File: src/rtl/fetch2_pkg.sv
// Shared types for the second fetch stage: the fetch packet layout handed to decode.
package fetch2_pkg;

  localparam int XLEN    = 32;
  localparam int INSTR_W = 32;

  typedef struct packed {
    logic [XLEN-1:0]    pc;
    logic [INSTR_W-1:0] instr_0;
    logic [INSTR_W-1:0] instr_1;
    logic               slot1_valid;
    logic               pred_taken;
    logic               pred_slot;
    logic [XLEN-1:0]    pred_tgt;
  } fetch_pkt_t;

  localparam int FETCH_PKT_W = $bits(fetch_pkt_t);

  // Bit ranges of each field inside the packed entry (MSB first).
  localparam int PKT_PC_MSB   = FETCH_PKT_W - 1;
  localparam int PKT_I0_MSB   = PKT_PC_MSB - XLEN;
  localparam int PKT_I1_MSB   = PKT_I0_MSB - INSTR_W;
  localparam int PKT_S1V_BIT  = PKT_I1_MSB - INSTR_W;
  localparam int PKT_TKN_BIT  = PKT_S1V_BIT - 1;
  localparam int PKT_SLOT_BIT = PKT_TKN_BIT - 1;
  localparam int PKT_TGT_MSB  = PKT_SLOT_BIT - 1;

endpackage

File: src/rtl/fetch_queue.sv
// Generic synchronous FIFO with flush, occupancy count and a sticky overflow flag.
module fetch_queue #(
  parameter  int WIDTH = 8,
  parameter  int DEPTH = 4,
  localparam int PTR_W = $clog2(DEPTH)
) (
  input  logic             i_clk,
  input  logic             i_rst_n,
  input  logic             i_flush,
  input  logic             i_enq,
  input  logic [WIDTH-1:0] i_wdata,
  input  logic             i_deq,
  output logic [WIDTH-1:0] o_rdata,
  output logic             o_empty,
  output logic             o_full,
  output logic [PTR_W:0]   o_count,
  output logic             o_overflow
);

  logic [WIDTH-1:0] r_mem [DEPTH];
  logic [PTR_W:0]   r_wptr;
  logic [PTR_W:0]   r_rptr;
  logic             r_ovf;
  logic             w_do_enq;
  logic             w_do_deq;

  assign o_empty  = (r_wptr == r_rptr);
  assign o_full   = (r_wptr[PTR_W] != r_rptr[PTR_W]) &&
                    (r_wptr[PTR_W-1:0] == r_rptr[PTR_W-1:0]);
  assign o_count  = r_wptr - r_rptr;
  assign w_do_deq = i_deq & ~o_empty;
  // A full queue still accepts a write when the head leaves in the same cycle.
  assign w_do_enq = i_enq & (~o_full | w_do_deq);

  always_ff @(posedge i_clk) begin
    if (!i_rst_n) begin
      r_wptr <= '0;
      r_rptr <= '0;
      r_ovf  <= 1'b0;
    end else if (i_flush) begin
      r_rptr <= r_wptr;
    end else begin
      if (w_do_enq) r_wptr <= r_wptr + (PTR_W+1)'(1);
      if (w_do_deq) r_rptr <= r_rptr + (PTR_W+1)'(1);
      if (i_enq && o_full && !w_do_deq) r_ovf <= 1'b1;
    end
  end

  always_ff @(posedge i_clk) begin
    if (w_do_enq && !i_flush) r_mem[r_wptr[PTR_W-1:0]] <= i_wdata;
  end

  assign o_rdata    = r_mem[r_rptr[PTR_W-1:0]];
  assign o_overflow = r_ovf;

endmodule

File: src/rtl/fetch2.sv
// Second fetch stage: aligns fetch1 PC/predictions with imem data and queues packets for decode.
// Optional same-cycle bypass of an empty queue is enabled by defining FETCH2_BYPASS_EN.
import fetch2_pkg::*;

module fetch2 #(
  parameter  int DEPTH = 4,
  localparam int PTR_W = $clog2(DEPTH)
) (
  input  logic        clock_i,
  input  logic        reset_n_i,
  input  logic        fetch_valid_i,
  input  logic [31:0] pc_i,
  input  logic        pred_0_i,
  input  logic        pred_1_i,
  input  logic [31:0] pred_tgt_0_i,
  input  logic [31:0] pred_tgt_1_i,
  input  logic [31:0] imem_instr_0_i,
  input  logic [31:0] imem_instr_1_i,
  input  logic        flush_i,
  input  logic        deq_i,
  output logic        valid_o,
  output logic [31:0] pc_o,
  output logic [31:0] instr_0_o,
  output logic [31:0] instr_1_o,
  output logic        slot1_valid_o,
  output logic        pred_taken_o,
  output logic        pred_slot_o,
  output logic [31:0] pred_tgt_o,
  output logic        stall_o,
  output logic        overflow_o
);

  logic        r_a_vld_p0;
  logic [31:0] r_a_pc_p0;
  logic        r_a_pred0_p0;
  logic        r_a_pred1_p0;
  logic [31:0] r_a_tgt0_p0;
  logic [31:0] r_a_tgt1_p0;

  fetch_pkt_t     w_a_pkt;
  fetch_pkt_t     w_head;
  fetch_pkt_t     w_out;
  logic           w_out_vld;
  logic           w_enq;
  logic           w_empty;
  logic           w_full;
  logic [PTR_W:0] w_count;
  logic [PTR_W+1:0] w_fill;

  // Stage A: capture fetch1 state; imem data for this PC arrives next cycle.
  always_ff @(posedge clock_i) begin
    if (!reset_n_i || flush_i) r_a_vld_p0 <= 1'b0;
    else                       r_a_vld_p0 <= fetch_valid_i;
  end

  always_ff @(posedge clock_i) begin
    r_a_pc_p0    <= pc_i;
    r_a_pred0_p0 <= pred_0_i;
    r_a_pred1_p0 <= pred_1_i;
    r_a_tgt0_p0  <= pred_tgt_0_i;
    r_a_tgt1_p0  <= pred_tgt_1_i;
  end

  // Packet formation: a taken slot 0 squashes slot 1.
  always_comb begin
    w_a_pkt             = '0;
    w_a_pkt.pc          = r_a_pc_p0;
    w_a_pkt.instr_0     = imem_instr_0_i;
    w_a_pkt.instr_1     = imem_instr_1_i;
    w_a_pkt.slot1_valid = 1'b1;
    if (r_a_pred0_p0) begin
      w_a_pkt.slot1_valid = 1'b0;
      w_a_pkt.pred_taken  = 1'b1;
      w_a_pkt.pred_tgt    = r_a_tgt0_p0;
    end else if (r_a_pred1_p0) begin
      w_a_pkt.pred_taken  = 1'b1;
      w_a_pkt.pred_slot   = 1'b1;
      w_a_pkt.pred_tgt    = r_a_tgt1_p0;
    end
  end

`ifdef FETCH2_BYPASS_EN
  assign w_enq = r_a_vld_p0 & ~flush_i & ~(w_empty & deq_i);
`else
  assign w_enq = r_a_vld_p0 & ~flush_i;
`endif

  // Queue stage: packets wait here until decode takes them.
  fetch_queue #(
    .WIDTH (FETCH_PKT_W),
    .DEPTH (DEPTH)
  ) u_queue (
    .i_clk      (clock_i),
    .i_rst_n    (reset_n_i),
    .i_flush    (flush_i),
    .i_enq      (w_enq),
    .i_wdata    (w_a_pkt),
    .i_deq      (deq_i),
    .o_rdata    (w_head),
    .o_empty    (w_empty),
    .o_full     (w_full),
    .o_count    (w_count),
    .o_overflow (overflow_o)
  );

  always_comb begin
    w_out     = '0;
    w_out_vld = 1'b0;
    if (!w_empty) begin
      w_out_vld = 1'b1;
      w_out     = w_head;
    end
`ifdef FETCH2_BYPASS_EN
    else if (r_a_vld_p0) begin
      w_out_vld = 1'b1;
      w_out     = w_a_pkt;
    end
`endif
  end

  // Counting the packet in A reserves room for the fetch fetch1 has already issued.
  assign w_fill  = {1'b0, w_count} + (PTR_W+2)'(r_a_vld_p0);
  assign stall_o = (w_fill >= (PTR_W+2)'(DEPTH-1));

  assign valid_o       = w_out_vld;
  assign pc_o          = w_out.pc;
  assign instr_0_o     = w_out.instr_0;
  assign instr_1_o     = w_out.instr_1;
  assign slot1_valid_o = w_out.slot1_valid;
  assign pred_taken_o  = w_out.pred_taken;
  assign pred_slot_o   = w_out.pred_slot;
  assign pred_tgt_o    = w_out.pred_tgt;

endmodule
File: config.mk
export PLATFORM = sky130hd
export DESIGN_NAME = fetch2
export DESIGN_NICKNAME = d
export VERILOG_FILES = /design/src/rtl/fetch2_pkg.sv /design/src/rtl/fetch_queue.sv /design/src/rtl/fetch2.sv
export SDC_FILE = /design/constraint.sdc
export NUM_CORES = 1
export LEC_CHECK = 0
export ABC_AREA = 1
export ABC_CLOCK_PERIOD_IN_PS = 16100
export BUFFER_PORTS_ARGS = -buffer_cell sky130_fd_sc_hd__buf_4
export CORE_ASPECT_RATIO = 0.8
export CORE_MARGIN = 2
export CORE_UTILIZATION = 45
export CTS_CLUSTER_DIAMETER = 120
export DETAILED_ROUTE_END_ITERATION = 8
export SLEW_MARGIN = 20
export SYNTH_ARGS = -nofsm -noshare
export SYNTH_HDL_FRONTEND = slang
export SYNTH_SLANG_ARGS = --single-unit
File: constraint.sdc
create_clock -name clock_i -period 16.1 [get_ports clock_i]
set_input_delay 3.22 -clock clock_i [delete_from_list [all_inputs] [get_ports clock_i]]
set_output_delay 3.22 -clock clock_i [all_outputs]
set_load 0.01 [all_outputs]
**Yosys cells after proc, flatten, opt, wreduce, memory -nomap -nowiden**

Memory sizes are Yosys's and may differ from the RTL's. A register that Yosys moved wholly into a read port is not among the register bits.
Index checks and enable logic that the tools add are counted.

- Bitwise operators: 7
- $add $sub $neg: 4
- Order comparisons: 1
- Eq/ne operators: 3
- Mux-type cells: 13
- Reductions and logical operators: 11

Operators with widths:

| cell | count |
|---|---|
| 131-bit 2-to-1 mux | 1 |
| 34-bit 2-to-1 mux | 1 |
| 32-bit 2-to-1 mux | 1 |
| 3-bit by 1-bit adder with 3-bit output (second input constant) | 2 |
| 1-bit 2-to-1 mux | 6 |
| 3-bit 2-to-1 mux | 2 |
| 3-bit by 1-bit adder with 4-bit output | 1 |
| 4-bit by 2-bit >= comparator with 1-bit output (second input constant) | 1 |
| 1-bit logical AND | 4 |
| 2-bit 2-to-1 mux | 2 |
| 2-bit AND reduction | 2 |
| 1-bit bitwise AND | 3 |
| 3-bit == test | 1 |
| 1-bit logical NOT | 3 |
| 1-bit inverter | 3 |
| 3-bit subtractor | 1 |
| 2-bit == test | 1 |
| 2-bit nonzero test | 1 |
| 1-bit logical OR | 1 |
| 1-bit != test | 1 |
| 1-bit bitwise OR | 1 |

- Bits in registers: 106
- Memory bits (writable): 524
- Bits of input ports: 167
- Word-level logic and storage cells: 49
- Memories kept: 1
- Output and inout bits: 134

Memory list:

| name | words | width | rd ports | clocked after Yosys merged registers in | wr ports | RTL line | source |
|---|---|---|---|---|---|---|---|
| u_queue.r_mem | 4 | 131 | 1 | 1 | 1 | fetch_queue.sv:20 | `logic [WIDTH-1:0] r_mem [DEPTH];` |

**Longest topological paths before layout**

Gate-level depths: netlist of the first run.

- Depth after elaboration: 8
- Mapped depth: 9
- Mapped depth without buffers: 9

**Modules after synthesis**

A second synthesis of the first run with hierarchy kept.

- Cell total of the unflattened synthesis: 1848
- Area, all modules: 23620.2 um2

By module, submodules not included:

| module | area an instance (um2) | seq. area each (um2) | cells each | times used |
|---|---|---|---|---|
| fetch_queue | 19972.9 | 15915.3 | 1351 | 1 |
| fetch2 | 3647.2 | 1981.9 | 497 | 1 |

**Worst setup path after synthesis of the first run**

OpenSTA, ideal clock, no wires.

- Kind: input port to flip-flop
- From: in flush_i
- To: mem u_queue.r_mem[0][0] in the netlist's numbering (enable)
- Data required time: 15477 ps
- Arrival: 9059 ps
- Stages on the path: 3
- Setup slack: 6418 ps
- Cell sequence: nor2_1 nand2_2 nor2_1

- Cells in the longest elaborated chain, start to end: 6
- Elaborated cells between the ends (all ways): 7

Ends and longest elaborated chain:

| item | RTL line | source |
|---|---|---|
| start: declaration | fetch2.sv:19 | `input logic flush_i,` |
| 1-bit inverter (no source line) | n/a |  |
| 1-bit bitwise AND | fetch2.sv:85 | `assign w_enq = r_a_vld_p0 & ~flush_i;` |
| 1-bit bitwise AND | fetch_queue.sv:33 | `assign w_do_enq = i_enq & (~o_full \| w_do_deq);` |
| 1-bit logical AND * | fetch_queue.sv:50 | `if (w_do_enq && !i_flush) r_mem[r_wptr[PTR_W-1:0]] <= i_wdata;` |
| 1-bit 2-to-1 mux * | fetch_queue.sv:50 |  |
| 1-bit 2-to-1 mux (not written as such) * | fetch_queue.sv:50 |  |
| end: declaration | fetch_queue.sv:20 |  |

Every way passes the cells marked *; elsewhere a longest branch is shown, timed or not.

**Worst setup path in the final report of the first run**

- From: reg u_queue.r_wptr[0]
- To: out pred_tgt_o[5]

- Cells in the longest elaborated chain, start to end: 2

Ends and longest elaborated chain:

| item | RTL line | source |
|---|---|---|
| start: declaration | fetch_queue.sv:21 | `logic [PTR_W:0] r_wptr;` |
| start signal: assignment | fetch_queue.sv:43 | `if (w_do_enq) r_wptr <= r_wptr + (PTR_W+1)'(1);` |
| 3-bit == test | fetch_queue.sv:27 | `assign o_empty = (r_wptr == r_rptr);` |
| 131-bit 2-to-1 mux | fetch2.sv:109 | `if (!w_empty) begin` |
| end: declaration | fetch2.sv:28 | `output logic [31:0] pred_tgt_o,` |

No other way between the ends.

==> results of run 1 <==
worst register-to-register path: cells and delay by family (launching register included):
| family | cells | cell delay [ns] |
|---|---|---|
| AND/OR/NAND/NOR | 4 | 1.22 |
| adder cells (fa/ha/maj) | 1 | 0.30 |
| flip-flops | 1 | 0.41 |
| buffers and inverters | 3 | 1.09 |
logic make-up (layout without fill, tap and decap cells):
kind of cell / after synthesis / after routing / synth area share, %
AND/OR/NAND/NOR: 567 / 567 / 9.28
buffers and inverters: 129 / 456 / 2.99
AO/OA/AOI/OAI: 435 / 435 / 9.90
XOR/XNOR: 3 / 3 / 0.113
flip-flops: 632 / 632 / 77.1
adder cells (fa/ha/maj): 10 / 10 / 0.572
where the power goes:
part / switching (W) / internal, W
Sequential: 0.00000840 / 0.00179
Combinational: 0.000151 / 0.0000984
Clock: 0.000581 / 0.000790
layout make-up:
type | instances | area, µm²
clock buffer | 83 | 1750
clock inverter | 29 | 194
fill | 4229 | 23100
inverter | 22 | 92.6
multi-input combinational | 1015 | 4640
sequential | 632 | 17900
tap | 684 | 856
timing repair buffer | 322 | 2440
routing by layer:
metal  up-vias  GRT usage [%]  part of all wire [%]
li1       6843              -                     -
met1      7019           26.9                    45
met2       390           31.7                    48
met3        67           3.28                   5.5
met4         0           4.80                   1.7
met5         -              0                     0
final timing paths:
kind	from	endpoint	slack, ns
setup reg to reg	u_queue.r_wptr[0]	u_queue.r_mem[2][61]	12.67
setup / recovery	u_queue.r_wptr[0]	pred_tgt_o[5]	9.19
hold / removal	r_a_pc_p0[29]	u_queue.r_mem[1][128]	0.47
hold reg to reg	r_a_pc_p0[29]	u_queue.r_mem[1][128]	0.47
cells in the mapped netlist, types with 2 or more instances:
cell type / number
a21oi_1: 138
a22o_1: 32
buf_1: 2
buf_2: 33
buf_4: 21
buf_6: 12
clkbuf_1: 39
dfxtp_1: 108
edfxtp_1: 524
ha_1: 9
inv_1: 18
inv_2: 4
nand2_1: 22
nand2_2: 2
nand3_1: 8
nor2_1: 533
o21ai_0: 116
o21ai_1: 149
xor2_1: 2
metrics by stage:
step	total power (W)	instance area (µm²)	hold slack, ns
floorplan	0.00197	23200	0.438
global placement	0.00208	25900	0.451
detailed placement	0.00209	25900	0.455
CTS	0.00346	27900	0.472
global route	0.00354	27900	0.497
finish	0.00342	27900	0.471
flip-flops by register name, indices dropped and copies added, names as in the netlist, named ones only:
name                flops
u_queue.r_mem         524
r_a_pc_p0              32
r_a_tgt0_p0            32
r_a_tgt1_p0            32
u_queue.r_rptr          3
u_queue.r_wptr          3
r_a_pred0_p0            1
r_a_pred1_p0            1
r_a_vld_p0              1
u_queue.o_overflow      1
==> summary.md, run 1 <==
| Metric | Value |
|---|---|
| Status | completed |
| Synth area leaders | edfxtp_1, dfxtp_1, nor2_1 |
| Max Cap Violations | 0 |
| NumNets Final | 2230 |
| Peak supply drop | 0.0740 mV |
| Inserted Clock Buffers | 60 |
| Data arrival, critical path | 3.69 ns |
| CP Launch Type | flop |
| Rows | 74 |
| Synth area leader | edfxtp_1 |
| Commonest cells after routing, fill and taps aside | nor2_1, edfxtp_1, buf_4 |
| Final core utilization | 54.7% |
| # IOs | 301 |
| Post-CTS Setup Repair Bufs | 0 |
| Clock-pin slew on the worst setup and hold paths | 0.06 ns |
| Final period util | 42.9% |
| Syn nets | 1953 |
| Post-route clock skew | 0.0109 ns |
| Max-slew violation count | 0 |
| Port-buffer cells | 300 |
| Crit path max fanout | 69 |
| Seq/Total Area, Yosys | 77.1% |
| Final hold violation count | 0 |
| Leak pwr | 10.1 nW |
| Crit path kind | flop to primary output |
| HP Class | flop to flop |
| Crit path largest cell delay | 0.75 ns |
| Area grow syn2layout | 20.2% |
| Violation count after the first detailed-routing iteration | 999 |
| Synth Cell Area | 23200 µm² |
| Count of state elements after synthesis | 632 |
| Final GP Congestion | 0.752 |
| Die area | 53400 µm² |
| Top FF cell, synth | edfxtp_1 |
| Post-synth EDFFs | 524 |
| First drt pass iteration count | 5 |
| Required @ worst endpoint | 12.88 ns |
| CTS Hold Buffers Added | 0 |
| Power per standard cell area | 123 nW/µm² |
| # DRC | 0 |
| Mapped Cells | 1776 |
| Clk root buf | clkbuf_16 |
| Slowest-stage cell, CP | buf_4 |
| Hold Crit Depth | 0 |
| Number of cells on the critical path | 9 |
| Core ar. | 51000 µm² |
| First-pass GRT wire length | 80300 µm |
| Post-layout worst setup margin | 9.19 ns |
| H-Tree Level Count | 2 |
| Pin count of the biggest net entering global routing | 150 |
| Fin crit period | 6.91 ns |
| Antenna viol nets, final | 0 |
| Starting Density | 45.5% |
| Clk sinks | 632 |
| Share of layout cells above drive strength 1 | 20.3% |
| CP Capture Type | primary output |
| CP cell instances | inv_1 > ha_1 > nand2_1 > inv_1 > nand3_2 > inv_4 > buf_4 > a21oi_1 > buf_4 |
| Clock Latency Late Sink | 0.60 ns |
| Highest clock rate | 0.145 GHz |
| RSZ-0062 raised after global routing | no |
| Final Setup Violations | 0 |
| Syn avg cell area | 13.1 µm² |
| CTS Buffer Depth | 3 |
| GRT overflow | 0 |
| Die X | 258 µm |
| Pre-CTS WS | 9.81 ns |
| Via-to-Cell Ratio | 5.14 |
| Total Neg Setup Slack | 0 ns |
| Total Wirelength | 52800 µm |
| Dpl cells | 2674 |
| Fin cells | 2787 |
| Vias in the first global route | 13800 |
| Die height | 207 µm |
| Total number of vias | 14300 |
| Top Family by Delay on Critical Path | buffers and inverters |
| Ys Warns | 0 |
| Number of buffer and inverter stages on the critical path | 5 |
| Post-DP HPWL | 28900 µm |
| Most common cell after layout, fill and taps aside | nor2_1 |
| Worst relative slew slack | 30.0% |
| Worst r2r path cells | 8 |
| Initial antenna violation count | 1 |
| Post-cts repair resize count | 0 |
| Antenna cells | 0 |
| Asr flop ratio synth | 0% |
| Worst-Margin Slew | 1.05 ns |
| CTS tree | built |
| Total GRT Usage | 19.3% |
| Avg WL per Cell | 18.9 µm |
| Distinct cells, synth | 23 |
| Post-synth top area share | 67.8% |
Power figures use the tool's default switching activity.
==> inputs of run 2 (changes only) <==
- ABC_AREA: 1 -> 0
- ABC_CLOCK_PERIOD_IN_PS: 16100 -> 6190
- PLACE_DENSITY: not set -> 0.67
- clock period: 16.1 -> 6.19 ns (I/O delays scaled with it)
==> summary.md, run 2 <==
| Metric | Value |
|---|---|
| Status | completed |
| Initial antenna violation count | 1 |
| Leak pwr | 9.65 nW |
| Most frequent cell after synthesis | edfxtp_1 |
| Antenna cells | 0 |
| Peak supply drop | 0.264 mV |
| Worst-Margin Slew | 1.01 ns |
| Final period util | 76.7% |
| Top FF cell, synth | edfxtp_1 |
| Fin crit period | 4.75 ns |
| Highest clock rate | 0.211 GHz |
| Reg2Reg Capture Point | u_queue.r_mem[0][66] |
| Syn avg cell area | 21.7 µm² |
| Post-DP HPWL | 25500 µm |
| Max reg flops | 524 |
| Antenna viol nets, final | 0 |
| Setup slack, reg-to-reg | 3.11 ns |
| Core ar. | 49800 µm² |
| Worst r2r path cells | 6 |
| CTS Buffer Depth | 3 |
| Most common cell after layout, fill and taps aside | edfxtp_1 |
| Pin count of the biggest net entering global routing | 131 |
| Synth Cell Area | 22800 µm² |
| Clock-pin slew on the worst setup and hold paths | 0.06 ns |
| Die height | 205 µm |
| # IOs | 301 |
| Max-slew violation count | 0 |
| Data arrival, critical path | 3.51 ns |
| Die X | 255 µm |
| Starting Density | 45.7% |
| Port-buffer cells | 300 |
| Max Cap Violations | 0 |
| Via-to-Cell Ratio | 5.13 |
| RSZ-0062 raised after global routing | no |
| Post-route clock skew | 0.0143 ns |
| Total number of vias | 10800 |
| Vias in the first global route | 11100 |
| Final hold violation count | 0 |
| First-pass GRT wire length | 65500 µm |
| CTS Hold Buffers Added | 0 |
| Rows | 73 |
| Die area | 52400 µm² |
| Mapped Cells | 1048 |
| Cell Area, Placed | 25700 µm² |
| Syn nets | 1225 |
| Clk root buf | clkbuf_16 |
| Inserted Clock Buffers | 61 |
| Post-synth EDFFs | 524 |
| Synth area leaders | edfxtp_1, mux4_2, dfxtp_1 |
| Violation count after the first detailed-routing iteration | 709 |
| Crit path kind | flop to primary output |
| Avg WL per Cell | 20.6 µm |
| Total Wirelength | 43300 µm |
| # DRC | 0 |
| Post-CTS Setup Repair Bufs | 0 |
| First drt pass iteration count | 5 |
| Synth top cells by count | edfxtp_1, and2_1, mux4_2 |
| Worst Hold Endpoint | u_queue.r_mem[3][122] |
| Seq/Total Area, Yosys | 78.6% |
| Count of state elements after synthesis | 632 |
| Final Setup Violations | 0 |
| Final core utilization | 55.6% |
| Hold_ws | 0.472 ns |
| Design Area, Final | 27700 µm² |
| Commonest cells after routing, fill and taps aside | edfxtp_1, buf_4, and2_1 |
| Dpl cells | 1985 |
| Ys Warns | 0 |
| Share of layout cells above drive strength 1 | 38.7% |
| Distinct cells, synth | 39 |
| Synth area leader | edfxtp_1 |
| Worst setup startpoint | u_queue.r_wptr[0] |
| Worst R2R Start | u_queue.r_wptr[0] |
| H-Tree Level Count | 2 |
| CP Capture Type | primary output |
| HP Class | flop to flop |
| Post-cts repair resize count | 0 |
| Total GRT Usage | 16.5% |
| Total Neg Setup Slack | 0 ns |
| GRT overflow | 0 |
| Required @ worst endpoint | 4.95 ns |
| Power per standard cell area | 319 nW/µm² |
| Area grow syn2layout | 21.7% |
| Crit path max fanout | 72 |
| Worst relative slew slack | 32.7% |
| Clock Latency Late Sink | 0.60 ns |
| Post-synth top area share | 69.1% |
| Asr flop ratio synth | 0% |
| Worst Hold Launch | r_a_pc_p0[23] |
| NumNets Final | 1550 |
| CP Launch Type | flop |
| Final GP Congestion | 0.745 |
| Fin cells | 2099 |
| Clk sinks | 632 |
| Hold Crit Depth | 0 |
| CTS tree | built |
run 2: changes by cell type after synthesis, moves of 3 or more:
cell | previous run | this run
nor2_1 | 533 | 3
o21ai_1 | 149 | 0
a21oi_1 | 138 | 1
and2_1 | 0 | 135
mux4_2 | 0 | 131
o21ai_0 | 116 | 1
clkbuf_1 | 39 | 21
buf_4 | 21 | 4
buf_2 | 33 | 17
nand2_1 | 22 | 9
inv_1 | 18 | 10
nand3_1 | 8 | 1
mux2i_1 | 0 | 4
inv_2 | 4 | 1
run 2: logic make-up after synthesis:
group	after synthesis	share of synthesized area, %
flip-flops	632	78.6
AO/OA/AOI/OAI	46	1.71
buffers and inverters	65	1.59
multiplexers	135	13.1
XOR/XNOR	4	0.154
adder cells (fa/ha/maj)	10	0.583
AND/OR/NAND/NOR	156	4.17
run 2: worst max-delay path, stage by stage, from the launching register on:
cell and delay [ns]:
dfxtp_1 0.40, inv_1 0.12, ha_1 0.33, nand2_1 0.14, nor2_1 0.19, clkinv_2 0.71
buf_4 0.60, and2_1 0.24, buf_4 0.14
run 2: final cells by class:
cell class,instances,area (µm²)
Multi-Input combinational cell,351,4520
Clock inverter,37,226
Fill cell,3747,22100
Sequential cell,632,17900
Timing Repair Buffer,316,2430
Tap cell,675,845
Clock buffer,77,1710
Inverter,11,42.5
run 2: per-stage QoR:
| step | setup slack, ns | power, W |
|---|---|---|
| after floorplan | 0.822 | 0.00510 |
| after global placement | 2.12 | 0.00539 |
| after detailed placement | 1.99 | 0.00540 |
| after CTS | 1.34 | 0.00893 |
| after global routing | 1.05 | 0.00914 |
| final | 1.44 | 0.00883 |
run 2: worst max-delay path by stage:
stage | slack, ns | end
finish | 1.44 | pc_o[28]
global route | 1.05 | pc_o[27]
CTS | 1.34 | pc_o[28]
detailed placement | 1.99 | pc_o[28]
global placement | 2.12 | pred_tgt_o[18]
floorplan | 0.82 | u_queue.r_mem[0][0]
run 2: metal layers:
metal  global-route usage (%)  part of all wire, %
met1                     22.9                   44
met2                     26.3                   48
met3                     3.77                  6.2
met4                     4.62                  1.9
met5                        0                    0
run 2: power by group:
group | switching (W) | total, W | internal [W]
clock | 0.00153 | 0.00353 | 0.00200
sequential | 0.0000333 | 0.00470 | 0.00466
combinational | 0.000284 | 0.000601 | 0.000318
total | 0.00185 | 0.00883 | 0.00698
==> inputs of run 3 (changes only) <==
- ABC_CLOCK_PERIOD_IN_PS: 6190 -> 4500
- PLACE_DENSITY: 0.67 -> not set
- clock period: 6.19 -> 4.5 ns (I/O delays scaled with it)
==> summary.md, run 3 (same netlist as run 2, synthesis figures left out) <==
| Metric | Value |
|---|---|
| Die area | 52400 µm² |
| Seq pwr share | 53.3% |
| Final Setup Violations | 0 |
| Antenna cells | 0 |
| NumNets Final | 1553 |
| Pin count of the biggest net entering global routing | 111 |
| CP Capture Type | primary output |
| Avg WL per Cell | 21.1 µm |
| Inserted Clock Buffers | 59 |
| Rows | 73 |
| Worst relative slew slack | 41.1% |
| Vias in the first global route | 11100 |
| Dpl cells | 1990 |
| Starting Density | 45.7% |
| Clk sinks | 632 |
| NetSw | 0.00250 W |
| Post-CTS Setup Repair Bufs | 0 |
| Fill count | 3808 |
| Met2 wire len | 20900 µm |
| Switching part of the total | 20.6% |
| # DRC | 0 |
| Post-route clock skew | 0.0162 ns |
| Worst Hold Endpoint | r_a_tgt0_p0[5] |
| Port-buffer cells | 300 |
| Clock power share | 39.7% |
| RSZ-0062 raised after global routing | no |
| Commonest cells after routing, fill and taps aside | edfxtp_1, buf_4, and2_1 |
| Logic pwr share | 7.0% |
| Die height | 205 µm |
| DRT met1 WL | 20100 µm |
| CTS Hold Buffers Added | 0 |
| Worst r2r path cells | 6 |
| Setup slack, reg-to-reg | 1.86 ns |
| Hold Crit Depth | 1 |
| Final period util | 82.3% |
| Status | completed |
| Crit path max fanout | 74 |
| Post-DP HPWL | 26400 µm |
| Via-to-Cell Ratio | 5.10 |
| Fin crit period | 3.70 ns |
| Internal power | 0.00961 W |
| Total Neg Setup Slack | 0 ns |
| Total GRT Usage | 16.8% |
| Max reg flops | 524 |
| Clk root buf | clkbuf_16 |
| CTS tree | built |
| # IOs | 301 |
| Worst R2R Start | u_queue.r_wptr[0] |
| Total number of vias | 10700 |
| Highest clock rate | 0.270 GHz |
| First-pass GRT wire length | 66900 µm |
| First drt pass iteration count | 4 |
| Data arrival, critical path | 2.80 ns |
| Clock-pin slew on the worst setup and hold paths | 0.06 ns |
| Power per standard cell area | 436 nW/µm² |
| Post-layout worst setup margin | 0.795 ns |
| HP Class | input port to flop |
| Final GP Congestion | 0.761 |
| Most common cell after layout, fill and taps aside | edfxtp_1 |
| CTS Buffer Depth | 3 |
| WL met3 | 2630 µm |
| GRT overflow | 0 |
| Share of layout cells above drive strength 1 | 38.7% |
| Core ar. | 49800 µm² |
| Die X | 255 µm |
| Final hold violation count | 0 |
| Fin cells | 2101 |
| Pre-CTS WS | 1.40 ns |
| Violation count after the first detailed-routing iteration | 677 |
| Total Wirelength | 44400 µm |
| Crit path kind | flop to primary output |
| CP Launch Type | flop |
| Max Cap Violations | 0 |
| Antenna viol nets, final | 0 |
| Peak supply drop | 0.303 mV |
| Leak pwr | 9.67 nW |
| Required @ worst endpoint | 3.60 ns |
| Top Layer Used | met4 |
| Clock Latency Late Sink | 0.60 ns |
| Initial antenna violation count | 1 |
| Design Power | 0.0121 W |
| Reg2Reg Capture Point | u_queue.r_mem[2][108] |
| Worst-Margin Slew | 0.882 ns |
| H-Tree Level Count | 2 |
| Worst Hold Launch | pred_tgt_0_i[5] |
| Area grow syn2layout | 22.0% |
| Post-cts repair resize count | 0 |
| Max-slew violation count | 0 |
## run 3: changes by cell type in the layout (fill, tap and decap cells not counted), sizes merged
cell / previous run / this run
buf: 316 / 321
bufinv: 1 / 3
inv: 17 / 10
clkinvlp: 1 / 2
clkinv: 29 / 30
## run 3: worst max-delay path by stage
stage	startpoint	to	slack, ns	cells after the start
final	u_queue.r_wptr[0]	pred_tgt_o[19]	0.80	8
after global routing	u_queue.r_wptr[0]	pred_tgt_o[19]	0.57	8
after CTS	u_queue.r_wptr[0]	pred_tgt_o[19]	0.73	8
after detailed placement	u_queue.r_wptr[0]	pred_tgt_o[19]	1.40	8
after global placement	u_queue.r_wptr[0]	pred_tgt_o[12]	1.39	8
after floorplan	flush_i	u_queue.r_mem[0][0]	0.93	4
## run 3: final cells by class
| class | instances | area (µm²) | share of cell area (%) |
|---|---|---|---|
| multi-input cells | 351 | 4520 | 16.3 |
| flip-flops and latches | 632 | 17900 | 64.5 |
| clock inverters | 34 | 240 | 0.865 |
| repair buffers | 321 | 2550 | 9.18 |
| inverters | 11 | 42.5 | 0.153 |
| clock buffers | 77 | 1660 | 5.97 |
| well taps | 675 | 845 | 3.04 |
## run 3: worst max-delay path, cell delays in order, from the launching register on
cell and delay [ns]:
dfxtp_1 0.39, inv_1 0.11, ha_1 0.31, nand2_1 0.18, nor2_1 0.10, clkinv_2 0.07
buf_4 0.52, and2_1 0.29, buf_4 0.15
## run 3: per-layer routing
metal  GRT usage, %  vias up
met3           3.71       57
met4           4.87        0
li1               -     4853
met5              0        -
met2           26.3      288
met1           24.0     5512
## run 3: power by group through the flow
stage               logic [W]  registers [W]  clock network, W
finish               0.000845        0.00645           0.00481
global route         0.000918        0.00646           0.00517
CTS                  0.000867        0.00645           0.00494
detailed placement   0.000865        0.00658                 0
global placement     0.000859        0.00658                 0
floorplan            0.000453        0.00656                 0
## run 3: through the flow
stage | cell area, µm² | utilization [%] | hold WS, ns
2_1_floorplan | 22800 | - | 0.438
3_3_place_gp | 25900 | 52.0 | 0.448
3_5_place_dp | 25900 | 52.0 | 0.462
4_1_cts | 27800 | 55.8 | 0.355
5_1_grt | 27800 | 55.8 | 0.363
6_report | 27800 | 55.8 | 0.398
